$ cat config.mk
export PLATFORM = sky130hd
export DESIGN_NAME = psum_accum3_flat
export DESIGN_NICKNAME = d
export VERILOG_FILES = /design/src/rtl/psum_accum3_if.sv /design/src/rtl/psum_accum3.sv /design/src/flat_wrapper.sv
export SDC_FILE = /design/constraint.sdc
export NUM_CORES = 1
export LEC_CHECK = 0
export CORE_MARGIN = 2
export CORE_UTILIZATION = 45
export CTS_BUF_LIST = sky130_fd_sc_hd__clkbuf_2 sky130_fd_sc_hd__clkbuf_4 sky130_fd_sc_hd__clkbuf_8
export DETAILED_ROUTE_END_ITERATION = 7
export PLACE_DENSITY = 0.79
export SETUP_SLACK_MARGIN = 0.05
export SYNTH_ARGS = -nofsm -noshare
export SYNTH_HDL_FRONTEND = slang
export SYNTH_SLANG_ARGS = --single-unit
export TNS_END_PERCENT = 10
$ cat constraint.sdc
create_clock -name clk -period 10.3 [get_ports clk]
set_clock_uncertainty 0.15 [all_clocks]
set_input_delay 3.09 -clock clk [delete_from_list [all_inputs] [get_ports clk]]
set_output_delay 3.09 -clock clk [all_outputs]
set_load 0.1 [all_outputs]
$ cat src/rtl/psum_accum3_if.sv
// psum_accum3_if
// Bundles the beat input and result output handshakes of psum_accum3.
//   in_valid / in_ready        : beat handshake, upstream -> accumulator
//   psum_in_0..2 (DATA_W)      : signed partial sums, lanes 0..2
//   out_valid / out_ready      : result handshake, accumulator -> downstream
//   acc_out_0..2 (ACC_W)       : signed accumulated results
//   ovf_out (3)                : per-lane overflow flag for the presented group
// Modports: slave = accumulator side, master = surrounding environment.
interface psum_accum3_if #(
    parameter int DATA_W = 32,
    parameter int ACC_W  = 32
);
    logic                     in_valid;
    logic                     in_ready;
    logic signed [DATA_W-1:0] psum_in_0;
    logic signed [DATA_W-1:0] psum_in_1;
    logic signed [DATA_W-1:0] psum_in_2;
    logic                     out_valid;
    logic                     out_ready;
    logic signed [ACC_W-1:0]  acc_out_0;
    logic signed [ACC_W-1:0]  acc_out_1;
    logic signed [ACC_W-1:0]  acc_out_2;
    logic [2:0]               ovf_out;

    modport slave (
        input  in_valid, psum_in_0, psum_in_1, psum_in_2, out_ready,
        output in_ready, out_valid, acc_out_0, acc_out_1, acc_out_2, ovf_out
    );

    modport master (
        output in_valid, psum_in_0, psum_in_1, psum_in_2, out_ready,
        input  in_ready, out_valid, acc_out_0, acc_out_1, acc_out_2, ovf_out
    );
endinterface

$ cat src/rtl/psum_accum3.sv
// psum_accum3
// Three-lane partial-sum accumulator. Sums each lane's signed partial sums
// over a group of cfg_len beats (0 counts as 1) and holds the three results
// until the downstream handshake completes.
// Ports:
//   clk      : clock, rising edge
//   rst_n    : synchronous active-low reset
//   cfg_len  : beats per group, sampled on the group's first accepted beat
//   busy     : a group is in progress or a result is held
//   bus      : psum_accum3_if.slave (beat input, result output, ovf_out)
// Optional feature: define PSUM_ACC_SAT_EN for saturating lane adds with
// sticky per-lane overflow flags; otherwise adds wrap and ovf_out is 0.
module psum_accum3 #(
    parameter int DATA_W = 32,
    parameter int ACC_W  = 32,
    parameter int CNT_W  = 8
) (
    input  logic             clk,
    input  logic             rst_n,
    input  logic [CNT_W-1:0] cfg_len,
    output logic             busy,
    psum_accum3_if.slave     bus
);

    typedef enum logic [1:0] {IDLE, ACC, HOLD} state_t;

    state_t                  state;
    logic signed [ACC_W-1:0] acc [3];
    logic signed [ACC_W-1:0] psum_ext [3];
    logic [CNT_W-1:0]        cnt;
    logic [CNT_W-1:0]        len_q;
    logic [CNT_W-1:0]        len_eff;
    logic [CNT_W:0]          cnt_inc;
    logic                    in_ready_q;
    logic                    out_valid_q;
    logic                    busy_q;
    logic                    beat;

`ifdef PSUM_ACC_SAT_EN
    localparam logic signed [ACC_W-1:0] ACC_MAX = {1'b0, {(ACC_W-1){1'b1}}};
    localparam logic signed [ACC_W-1:0] ACC_MIN = {1'b1, {(ACC_W-1){1'b0}}};

    logic [2:0] ovf;
`endif

    function automatic logic signed [ACC_W-1:0] sext(input logic signed [DATA_W-1:0] x);
        return ACC_W'(x);
    endfunction

`ifdef PSUM_ACC_SAT_EN
    // Overflow when the carry-out disagrees with the result sign bit.
    function automatic logic lane_ovf(input logic signed [ACC_W-1:0] a,
                                      input logic signed [ACC_W-1:0] b);
        logic signed [ACC_W:0] wide;
        wide = (ACC_W+1)'(a) + (ACC_W+1)'(b);
        return wide[ACC_W] != wide[ACC_W-1];
    endfunction

    function automatic logic signed [ACC_W-1:0] lane_add(input logic signed [ACC_W-1:0] a,
                                                         input logic signed [ACC_W-1:0] b);
        if (lane_ovf(a, b)) begin
            // Both operands share the sign of the true result on overflow.
            return a[ACC_W-1] ? ACC_MIN : ACC_MAX;
        end
        return a + b;
    endfunction
`else
    function automatic logic signed [ACC_W-1:0] lane_add(input logic signed [ACC_W-1:0] a,
                                                         input logic signed [ACC_W-1:0] b);
        return a + b;
    endfunction
`endif

    always_comb begin
        psum_ext[0] = sext(bus.psum_in_0);
        psum_ext[1] = sext(bus.psum_in_1);
        psum_ext[2] = sext(bus.psum_in_2);
    end

    assign beat    = bus.in_valid && in_ready_q;
    assign len_eff = (cfg_len == '0) ? CNT_W'(1) : cfg_len;
    assign cnt_inc = {1'b0, cnt} + (CNT_W+1)'(1);

    always_ff @(posedge clk) begin
        if (!rst_n) begin
            state       <= IDLE;
            cnt         <= '0;
            len_q       <= '0;
            in_ready_q  <= 1'b1;
            out_valid_q <= 1'b0;
            busy_q      <= 1'b0;
            for (int i = 0; i < 3; i++) acc[i] <= '0;
`ifdef PSUM_ACC_SAT_EN
            ovf         <= '0;
`endif
        end else begin
            case (state)
                IDLE: begin
                    if (beat) begin
                        len_q  <= len_eff;
                        cnt    <= CNT_W'(1);
                        busy_q <= 1'b1;
                        for (int i = 0; i < 3; i++) acc[i] <= psum_ext[i];
`ifdef PSUM_ACC_SAT_EN
                        ovf    <= '0;
`endif
                        if (len_eff == CNT_W'(1)) begin
                            state       <= HOLD;
                            in_ready_q  <= 1'b0;
                            out_valid_q <= 1'b1;
                        end else begin
                            state <= ACC;
                        end
                    end
                end
                ACC: begin
                    if (beat) begin
                        cnt <= cnt_inc[CNT_W-1:0];
                        for (int i = 0; i < 3; i++) begin
                            acc[i] <= lane_add(acc[i], psum_ext[i]);
`ifdef PSUM_ACC_SAT_EN
                            ovf[i] <= ovf[i] | lane_ovf(acc[i], psum_ext[i]);
`endif
                        end
                        if (cnt_inc == {1'b0, len_q}) begin
                            state       <= HOLD;
                            in_ready_q  <= 1'b0;
                            out_valid_q <= 1'b1;
                        end
                    end
                end
                HOLD: begin
                    if (bus.out_ready) begin
                        state       <= IDLE;
                        in_ready_q  <= 1'b1;
                        out_valid_q <= 1'b0;
                        busy_q      <= 1'b0;
                    end
                end
                default: begin
                    state       <= IDLE;
                    in_ready_q  <= 1'b1;
                    out_valid_q <= 1'b0;
                    busy_q      <= 1'b0;
                end
            endcase
        end
    end

    assign bus.in_ready  = in_ready_q;
    assign bus.out_valid = out_valid_q;
    assign busy          = busy_q;
    assign bus.acc_out_0 = acc[0];
    assign bus.acc_out_1 = acc[1];
    assign bus.acc_out_2 = acc[2];
`ifdef PSUM_ACC_SAT_EN
    assign bus.ovf_out   = ovf;
`else
    assign bus.ovf_out   = 3'b000;
`endif

endmodule
$ cat src/flat_wrapper.sv
// flat-port wrapper written by rule: the top's interface ports become plain ports
module psum_accum3_flat 
#(
    parameter int DATA_W = 32,
    parameter int ACC_W  = 32,
    parameter int CNT_W  = 8
)
  (clk, rst_n, cfg_len, busy, bus_in_valid, bus_psum_in_0, bus_psum_in_1, bus_psum_in_2, bus_out_ready, bus_in_ready, bus_out_valid, bus_acc_out_0, bus_acc_out_1, bus_acc_out_2, bus_ovf_out);
  psum_accum3_if #(.DATA_W(DATA_W), .ACC_W(ACC_W)) bus_i ();
  input  logic clk;
  input  logic rst_n;
  input  logic [CNT_W-1:0] cfg_len;
  output logic busy;
  input wire logic [$bits(bus_i.in_valid)-1:0] bus_in_valid;
  input wire logic [$bits(bus_i.psum_in_0)-1:0] bus_psum_in_0;
  input wire logic [$bits(bus_i.psum_in_1)-1:0] bus_psum_in_1;
  input wire logic [$bits(bus_i.psum_in_2)-1:0] bus_psum_in_2;
  input wire logic [$bits(bus_i.out_ready)-1:0] bus_out_ready;
  output wire logic [$bits(bus_i.in_ready)-1:0] bus_in_ready;
  output wire logic [$bits(bus_i.out_valid)-1:0] bus_out_valid;
  output wire logic [$bits(bus_i.acc_out_0)-1:0] bus_acc_out_0;
  output wire logic [$bits(bus_i.acc_out_1)-1:0] bus_acc_out_1;
  output wire logic [$bits(bus_i.acc_out_2)-1:0] bus_acc_out_2;
  output wire logic [$bits(bus_i.ovf_out)-1:0] bus_ovf_out;
  assign bus_i.in_valid = bus_in_valid;
  assign bus_i.psum_in_0 = bus_psum_in_0;
  assign bus_i.psum_in_1 = bus_psum_in_1;
  assign bus_i.psum_in_2 = bus_psum_in_2;
  assign bus_i.out_ready = bus_out_ready;
  assign bus_in_ready = bus_i.in_ready;
  assign bus_out_valid = bus_i.out_valid;
  assign bus_acc_out_0 = bus_i.acc_out_0;
  assign bus_acc_out_1 = bus_i.acc_out_1;
  assign bus_acc_out_2 = bus_i.acc_out_2;
  assign bus_ovf_out = bus_i.ovf_out;
  psum_accum3 #(.DATA_W(DATA_W), .ACC_W(ACC_W), .CNT_W(CNT_W)) u_core (.clk(clk), .rst_n(rst_n), .cfg_len(cfg_len), .busy(busy), .bus(bus_i));
endmodule
==> results of run 1 <==
==> path summary, 6_finish.rpt <==
| check | start | to | slack [ps] | cells past startpoint |
|---|---|---|---|---|
| worst max-delay path | bus_psum_in_0[0] | u_core.acc[0][20] | 4290 | 12 |
| worst min-delay path | u_core.bus.out_valid | u_core.bus.out_valid | 310 | 2 |
| worst max register to register | u_core.acc[0][0] | u_core.acc[0][20] | 6930 | 11 |
| worst min register to register | u_core.bus.out_valid | u_core.bus.out_valid | 310 | 2 |
==> area by class of cell <==
type	instances	area [µm²]
multi-input combinational	902	6289
clock buffer	20	269.0
sequential	117	3307
tap	275	344.1
clock inverter	12	130.1
inverter	19	73.82
fill	1838	8635
timing repair buffer	212	2107
==> per-stage QoR <==
stage	area (µm²)	power, mW	hold WS, ps
after floorplan	9784	1.780	280.7
after global placement	12120	2.086	284.4
after detailed placement	12120	2.107	308.2
after CTS	12520	2.548	318.4
after global routing	12520	2.684	342.6
final	12520	2.544	307.4
==> state kept, by name, summed over array words and instances (netlist names) <==
signal	flops
u_core.acc	96
u_core.bus.in_ready	1
u_core.bus.out_valid	1
u_core.busy	1
u_core.cnt	8
u_core.len_q	8
u_core.state	2
==> routing by layer <==
metal,vias to the layer above,GRT usage (%)
met5,-,0
met4,0,7.430
met3,34,5.060
met2,306,39.71
met1,4224,29.64
li1,4434,-
==> power by group through the flow <==
stage,Combinational [mW],Clock (mW),Sequential (mW)
after CTS,1.43,0.444,0.672
final,1.44,0.434,0.672
after floorplan,0.635,0,1.14
after global routing,1.54,0.465,0.682
after global placement,1.41,0,0.679
after detailed placement,1.43,0,0.681
==> Yosys cell counts, types with 4 or more instances <==
cell type  count
xnor2_1       48
nor3_1        15
buf_1          5
o21ai_0       48
mux2i_1       44
nor2b_1       12
o21bai_1      15
o21ai_1       40
inv_1         17
or3_1          9
a21oi_1       84
a21boi_1       6
nand3_1       20
nand2_1       86
nor4_1         4
o31ai_1        5
a22o_1        10
nand2b_1      12
o21a_1        12
clkbuf_1      24
a31oi_1       15
and3_1        18
edfxtp_1      96
dfxtp_1       21
nor2_1       115
and2_1         8
a21o_1        42
nand4_1        7
o211ai_1       8
a32o_1         6
a21oi_2        4
ha_1          94
or2_1          4
xor2_1        33
a211oi_1      13
==> critical path: cells and delay by family <==
| family | cells | cell delay, ps |
|---|---|---|
| buffers and inverters | 1 | 430 |
| adders and majority gates | 2 | 640 |
| and+or+nand+nor | 2 | 420 |
| AOI/OAI and AO/OA | 7 | 1470 |
==> cell families (layout without fill, tap and decap cells) <==
| kind of cell | after synthesis | after routing | share of synthesized area, % |
|---|---|---|---|
| AO/OA/AOI/OAI | 352 | 352 | 24.09 |
| XOR/XNOR | 81 | 81 | 7.256 |
| adder cells (fa/ha/maj) | 97 | 97 | 12.64 |
| buffers and inverters | 51 | 263 | 2.073 |
| flip-flops | 117 | 117 | 33.79 |
| multiplexers | 44 | 44 | 4.505 |
| other | 1 | 3 | 0.03836 |
| AND/OR/NAND/NOR | 325 | 325 | 15.61 |
==> results.md, run 1 <==
* Antenna Nets Post-Route at 0
* Ys Warns at 0
* Hpwl dp at 19.61 mm
* Die Ht at 151.4 µm
* Setup bufs post-CTS at 0
* Share of power burned in registers at 26.4%
* WL met2 at 12.74 mm
* CP Data Required Time at 10340 ps
* Router iterations before antenna repair at 5
* Row cnt at 53
* Ys flop type: edfxtp_1
* Via count at 8998
* Synth area leader: edfxtp_1
* Worst Path Arrival at 6050 ps
* Total negative slack at 0 ps
* Post-Layout Cell Count at 1557
* Post-CTS Hold Buffers at 0
* Sw Pwr at ~1.2 mW
* Drt initial violations at roughly 390
* Met3 WL at 2.000 mm
* Longest Clk Path Bufs at 2
* Port Buf Inserts at 206
* Peak VDD IR at 0.1178 mV
* Routed WL at 26.92 mm
* Slew Limit Fails at 0
* Most frequent cells in the layout: clkdlybuf4s50_1, nor2_1, edfxtp_1, ha_1, nand2_1
* Core ar. at ~21000 µm²
* Fin crit share at between 50% and 60%
* ANT cells at 0
* # H-tree levels at 4
* Comb pwr share at 56.5%
* Pre-CTS setup slack at 3820 ps
* M1 WL at 11.64 mm
* Mean Syn Cell Area at 9.154 µm²
* Power Internal at 1.303 mW
* Number of nets in the layout at 1474
* Synth area leaders: edfxtp_1, ha_1, mux2i_1, nor2_1, a21oi_1
* CP Class: in -> reg
* DRC at 0
* Top Ports at 210
* Post-layout util at approximately three fifths
* Die X at about 150 µm
* Crit end category: register
* Most common cell after layout, fill and taps aside: clkdlybuf4s50_1
* Leakage power at about 5.2 nW
* Clk sinks at 117
* Placed insts at ~1500
* Clock root buffer: clkbuf_8
* Post-synth cell types at 79
* GPL Wtd Cong at roughly 0.90
* Global-route wire length before repair at 42.52 mm
* Post-synth EDFFs at 96
* Worst path slowest cell: clkdlybuf4s50_1
* Top cell type's share of synthesized area at 29.49%
* Yosys reg bits at 117
* Max-Cap Viols at 0
* Die area at 22920 µm²
* Clock slew at reported path FFs at 70 ps
* Avg WL per Cell at 17.29 µm
* Vias per cell at 5.779
* CTS tree: done
* Worst skew pair latency at around 440 ps
* Total CTS buffers at 17
* Tmin final at 6012 ps
* Crit-path max FO at 3
* PwrDens at 203.2 nW/µm²
* Min-delay worst type: reg -> reg
* RSZ-0062 raised after global routing: false
* Clock power frac at between 15 and 20%
* Largest net degree at the start of global routing at 69
* Maximum clock rate at ~170 MHz
* Vias in the first global route at 8732
* Slew @ Worst Pin at 1092 ps
* Share of layout cells above drive strength 1 at 5.226%
* Max-Slew Margin vs Limit at 27.02%
* Initial antenna violation count at 0
* Run status: completed
* GRT Util Overall at around a quarter
* Startpoint types: primary input
* Cell Area, Synth at 9777 µm²
* Cells after synthesis at 1068
* Seq/Total Area, Yosys at 33.79%
* Total global routing overflow at 0
* Final setup margin at 4288 ps
* Hold Vio Cnt, Final at 0
* Initial Util at 46.22%
* Sw Ratio at ~49%
* Area growth, synth to finish at 28.05%
* Final setup violation count at 0
* CP cell instances: clkdlybuf4s50_1 -> ha_1 -> fa_1 -> a21o_1 -> a21oi_2 -> o21a_2 -> nor3b_1 -> o311a_1 -> o211ai_2 -> a21oi_1 -> or3_1 -> a32o_1
* Crit path largest cell delay at 430 ps
* Cts repair resizes at 0
* Asr flop ratio synth at 0%
* Top Layer Used: met4
Power figures use the tool's default switching activity.
==> run 2, diff against run 1 <==
==> constraint.sdc (replaced) <==
create_clock -name clk -period 5.66 [get_ports clk]
set_clock_uncertainty 0.15 [all_clocks]
set_input_delay 1.698 -clock clk [delete_from_list [all_inputs] [get_ports clk]]
set_output_delay 1.698 -clock clk [all_outputs]
set_load 0.1 [all_outputs]
==> run 2 against run 1 <==
Against the previous run:
- design area up 0.79%
- combinational power increased by 83%
- worst hold slack got worse by 3.8 ps
- die area unchanged
- sequential cell count stayed put
==> results.md, run 2 (same netlist as run 1, synthesis figures left out) <==
* Max-Slew Margin vs Limit at 30.24% (+3.2 points)
* Run status: completed
* Via count at 8971 (-0.30%)
* Largest net degree at the start of global routing at 53 (-23%)
* GRT Util Overall at 23.37% (about the same)
* Initial antenna violation count at 0 (unchanged)
* Maximum clock rate at 212.6 MHz
* Die Ht at 151.4 µm (unchanged)
* PwrDens at 376.5 nW/µm² (+85%)
* Crit-path max FO at 4 (+1)
* CP cell instances: clkdlybuf4s50_1 -> ha_1 -> fa_1 -> a21o_1 -> a21oi_2 -> o21ai_1 -> and3_1 -> o2111ai_2 -> a21oi_2 -> a2111oi_2 -> mux2i_1 -> o22ai_1
* Global-route wire length before repair at 42.46 mm (-0.15%)
* # H-tree levels at 4 (unchanged)
* RSZ-0062 raised after global routing: false
* Cts repair resizes at 0 (unchanged)
* Worst path slowest cell: clkdlybuf4s50_1
* Clock root buffer: clkbuf_8
* Total global routing overflow at 0 (unchanged)
* Initial Util at 46.22% (unchanged)
* Max-Cap Viols at 0 (unchanged)
* Most flop-heavy register: u_core.acc
* Peak VDD IR at 0.2019 mV (+71%)
* GPL Wtd Cong at 0.9112 (+0.87%)
* Antenna Nets Post-Route at 0 (unchanged)
* Setup bufs post-CTS at 0 (unchanged)
* Port Buf Inserts at 206 (unchanged)
* Area growth, synth to finish at 29.06%
* Placed cell areas at 12160 µm² (+0.29%)
* Row cnt at 53 (unchanged)
* Most frequent CP cell: a21oi_2
* CTS tree: done
* DRC at 0 (unchanged)
* Leakage power at 5.252 nW (+0.94%)
* Vias in the first global route at 8809 (+0.88%)
* Crit end category: register
* Min-delay worst type: reg -> reg
* Most frequent cells in the layout: clkdlybuf4s50_1, nor2_1, edfxtp_1, ha_1, nand2_1
* Core ar. at 21150 µm² (unchanged)
* R2r setup slk at 2220 ps (-4710 ps)
* Die X at 151.4 µm (unchanged)
* Cell area after layout at 12620 µm² (+0.79%)
* Clk sinks at 117 (unchanged)
* Tmin final at 4703 ps
* Worst skew pair latency at 430 ps (about the same)
* Top Ports at 210 (unchanged)
* Drt initial violations at 443 (+13%)
* Startpoint types: primary input
* Crit path largest cell delay at 440 ps (about the same)
* Clock slew at reported path FFs at 80 ps (about the same)
* Post-layout util at 59.65% (+0.47 points)
* Total CTS buffers at 17 (unchanged)
* Slew @ Worst Pin at 1043 ps (-48.94 ps)
* Total power at 4.751 mW (+87%)
* Router iterations before antenna repair at 5 (unchanged)
* ANT cells at 0 (unchanged)
* CP Data Required Time at 5680 ps (-4660 ps)
* Hpwl dp at 19.86 mm (+1.3%)
* Slew Limit Fails at 0 (unchanged)
* Share of layout cells above drive strength 1 at 5.447% (+0.22 points)
* Hold Vio Cnt, Final at 0 (unchanged)
* Routed WL at 26.66 mm (-0.96%)
* Max reg flops at 96 (unchanged)
* Total negative slack at 0 ps (unchanged)
* Most common cell after layout, fill and taps aside: clkdlybuf4s50_1
* Final setup margin at 956.8 ps (-3331 ps)
* Longest Clk Path Bufs at 2 (unchanged)
* CP Class: in -> reg
* Pre-CTS setup slack at 549.0 ps (-3271 ps)
* Worst Path Arrival at 4730 ps (-1320 ps)
* Avg WL per Cell at 17.09 µm (-1.2%)
* Post-CTS Hold Buffers at 0 (unchanged)
* Biggest regs: u_core.acc x96, u_core.cnt x8, u_core.len_q x8
* Die area at 22920 µm² (unchanged)
* Final setup violation count at 0 (unchanged)
* Number of nets in the layout at 1477 (+0.20%)
* Fin crit share at 83.10%
* Vias per cell at 5.751 (-0.49%)
## run 2: cell types whose count changed in the layout (fill, tap and decap cells not counted)
cell | previous run | this run
buf_12 | 0 | 1
buf_4 | 6 | 8
bufinv_16 | 2 | 5
clkbuf_4 | 1 | 0
clkbuf_8 | 19 | 17
clkinv_2 | 3 | 1
clkinv_4 | 2 | 3
clkinvlp_4 | 5 | 4
inv_6 | 0 | 2
## run 2: final timing paths
kind	start	endpoint	cells past startpoint
max	bus_psum_in_2[0]	u_core.acc[0][92]	12
min	u_core.len_q[0]	u_core.len_q[0]	2
max reg2reg	u_core.acc[0][64]	u_core.acc[0][92]	11
min reg2reg	u_core.len_q[0]	u_core.len_q[0]	2
## run 2: power by group
part           internal, mW  switching (mW)  total [mW]
Clock                 0.528           0.382       0.909
Combinational         0.856            1.77        2.63
Sequential             1.10           0.111        1.21
Total                  2.49            2.26        4.75
## run 2: area by class of cell
cell class / count / area, µm²
clock inverter: 15 / 229.0
tap: 275 / 344.1
fill: 1856 / 8536
timing repair buffer: 215 / 2142
sequential: 117 / 3307
clock buffer: 17 / 234.0
inverter: 19 / 73.82
multi-input combinational: 902 / 6289
## run 2: metrics by stage
| stage | hold slack, ps | instances |
|---|---|---|
| 6_report | 303.7 | 1560 |
| 5_1_grt | 326.3 | 1560 |
| 4_1_cts | 304.9 | 1560 |
| 3_5_place_dp | 294.8 | 1528 |
| 3_3_place_gp | 286.7 | 1528 |
| 2_1_floorplan | 280.7 | 1070 |
## run 2: metal layers
layer	up-vias	global-route usage (%)	part of all wire (%)	wire length [µm]
li1	4425	-	-	-
met5	-	0	0	0
met2	285	40.18	48	12780
met3	38	5.542	6.7	1794
met1	4223	28.95	43	11530
met4	0	7.290	2.1	558
## run 2: critical path: cells and delay by family
kind | cells | cell delay [ps]
multiplexers | 1 | 230
AO/OA/AOI/OAI | 7 | 1440
AND/OR/NAND/NOR | 1 | 270
buffers and inverters | 1 | 440
adder cells (fa/ha/maj) | 2 | 640
==> run 3, diff against run 2 <==
--- a/config.mk
+++ b/config.mk
@@ -9,7 +9,7 @@
 export CORE_UTILIZATION = 45
 export CTS_BUF_LIST = sky130_fd_sc_hd__clkbuf_2 sky130_fd_sc_hd__clkbuf_4 sky130_fd_sc_hd__clkbuf_8
 export DETAILED_ROUTE_END_ITERATION = 7
-export PLACE_DENSITY = 0.79
+export PLACE_DENSITY = 0.82
 export SETUP_SLACK_MARGIN = 0.05
 export SYNTH_ARGS = -nofsm -noshare
 export SYNTH_HDL_FRONTEND = slang
==> constraint.sdc (replaced) <==
create_clock -name clk -period 4.3 [get_ports clk]
set_clock_uncertainty 0.15 [all_clocks]
set_input_delay 1.29 -clock clk [delete_from_list [all_inputs] [get_ports clk]]
set_output_delay 1.29 -clock clk [all_outputs]
set_load 0.1 [all_outputs]
==> run 3 against run 2 <==
Against the previous run:
- clock power grew 18%
- sequential share of layout area shrank 0.75 points
- largest power group unchanged
- highest routed layer unchanged
- first-iteration DRC count shrank 14%
- critical path depth stayed put
- design area rose by 3.0%
- global-route usage rose by 0.35 points
- register-to-register slack worse by 1200 ps
- sequential power rose by 32%
- worst hold slack got worse by 1.0 ps
- combinational power is 37% higher
==> results.md, run 3 (same netlist as run 1, synthesis figures left out) <==
* Total CTS buffers at 17 (unchanged)
* Leakage power at 5.559 nW (+5.8%)
* Fin crit share at 96.13%
* Total power at 6.256 mW (+32%)
* Max-Slew Margin vs Limit at 30.68% (+0.44 points)
* CP Data Required Time at 4340 ps (-1340 ps)
* PwrDens at 481.5 nW/µm² (+28%)
* RSZ-0062 raised after global routing: false
* Drt initial violations at 383 (-14%)
* Die X at 151.4 µm (unchanged)
* Hpwl dp at 20.44 mm (+2.9%)
* Clock root buffer: clkbuf_8
* # H-tree levels at 4 (unchanged)
* Post-Layout Cell Count at 1618 (+3.7%)
* Top Ports at 210 (unchanged)
* Via count at 9192 (+2.5%)
* Hold Vio Cnt, Final at 0 (unchanged)
* ANT cells at 0 (unchanged)
* Area growth, synth to finish at 32.88%
* Final setup violation count at 0 (unchanged)
* Max reg flops at 96 (unchanged)
* Initial Util at 46.22% (unchanged)
* Slew @ Worst Pin at 1037 ps (-6.613 ps)
* CTS tree: done
* Largest net degree at the start of global routing at 70 (+32%)
* Initial antenna violation count at 0 (unchanged)
* Clk sinks at 117 (unchanged)
* Core ar. at 21150 µm² (unchanged)
* Worst skew pair latency at 440 ps (about the same)
* Routed WL at 27.38 mm (+2.7%)
* Most common cell after layout, fill and taps aside: clkdlybuf4s50_1
* Router iterations before antenna repair at 5 (unchanged)
* GPL Wtd Cong at 0.9069 (-0.47%)
* Number of nets in the layout at 1535 (+3.9%)
* Vias in the first global route at 9055 (+2.8%)
* Longest Clk Path Bufs at 2 (unchanged)
* Crit end category: register
* Post-CTS Hold Buffers at 0 (unchanged)
* Max-Cap Viols at 0 (unchanged)
* Vias per cell at 5.681 (-1.2%)
* Slew Limit Fails at 0 (unchanged)
* Min-delay worst type: reg -> reg
* Most flop-heavy register: u_core.acc
* Startpoint types: primary input
* Global-route wire length before repair at 43.15 mm (+1.6%)
* Share of layout cells above drive strength 1 at 10.65% (+5.2 points)
* Most frequent cells in the layout: clkdlybuf4s50_1, nor2_1, edfxtp_1, ha_1, nand2_1
* Port Buf Inserts at 206 (unchanged)
* Crit-path max FO at 3 (-1)
* Run status: completed
* Biggest regs: u_core.acc x96, u_core.cnt x8, u_core.len_q x8
* Maximum clock rate at 241.9 MHz
* Clock slew at reported path FFs at 70 ps (about the same)
* Die Ht at 151.4 µm (unchanged)
* CP Class: in -> reg
* Die area at 22920 µm² (unchanged)
* Worst Path Arrival at 4180 ps (-550 ps)
* Antenna Nets Post-Route at 0 (unchanged)
* Setup bufs post-CTS at 0 (unchanged)
* GRT Util Overall at 23.71% (+0.35 points)
* Avg WL per Cell at 16.92 µm (-0.98%)
* Tmin final at 4134 ps
* Row cnt at 53 (unchanged)
* Placed insts at 1586 (+3.8%)
* Peak VDD IR at 0.2452 mV (+21%)
* DRC at 0 (unchanged)
* Total global routing overflow at 0 (unchanged)
[run 3: changes by cell type in the layout (fill, tap and decap cells not counted), sizes merged]
cell	previous run	this run
buf	9	81
clkinvlp	4	1
bufinv	5	2
clkinv	5	6
clkdlybuf4s50	206	192
clkbuf	17	21
inv	20	21
[run 3: layout make-up]
| class | count | area (µm²) |
|---|---|---|
| Sequential cell | 117 | 3307 |
| Fill cell | 1815 | 8163 |
| Timing Repair Buffer | 273 | 2567 |
| Multi-Input combinational cell | 902 | 6294 |
| Tap cell | 275 | 344.1 |
| Inverter | 19 | 75.07 |
| Clock buffer | 21 | 282.8 |
| Clock inverter | 11 | 121.4 |
[run 3: what timing repair did]
item	in CTS	in global routing
gates resized for setup	0	1
setup endpoints to repair	0	2
endpoints found under the hold margin	0	0
[run 3: power breakdown]
group	total (mW)	switching, mW	internal [mW]
Clock	1.07	0.498	0.570
Sequential	1.60	0.148	1.45
Combinational	3.59	2.36	1.23
Total	6.26	3.01	3.25
[run 3: metal layers]
| metal | share of wire, % | GRT usage (%) |
|---|---|---|
| met5 | 0 | 0 |
| met4 | 2.3 | 8.458 |
| met3 | 6.7 | 5.663 |
| met2 | 49 | 41.72 |
| met1 | 42 | 28.12 |
[run 3: final timing paths]
kind | from | end | slack [ps] | cells past startpoint
min | u_core.bus.out_valid | u_core.bus.out_valid | 300 | 2
max reg2reg | u_core.acc[0][0] | u_core.acc[0][20] | 1030 | 11
min reg2reg | u_core.bus.out_valid | u_core.bus.out_valid | 300 | 2
max | bus_psum_in_0[0] | u_core.acc[0][20] | 170 | 12
[run 3: worst max-delay path, cell delays in order]
cell             delay, ps
clkdlybuf4s50_1        430
ha_1                   220
fa_1                   420
a21o_1                 210
a21oi_2                150
o21a_2                 140
nor3b_1                 70
o311a_1                370
o211ai_2               190
a21oi_1                110
or3_1                  350
a32o_1                 240
[run 3: through the flow]
step                      setup WS [ps]  hold slack (ps)  instance area [µm²]  TNS (ps)  utilization [%]
after floorplan                   236.6            280.7                 9788         0                -
after global placement           -258.6            286.7                12580     -2251            59.48
after detailed placement         -294.1            295.8                12580     -3851            59.48
after CTS                         181.8            306.0                12990         0            61.39
after global routing              66.51            320.2                12990         0            61.41
final                             166.2            302.6                12990         0            61.41
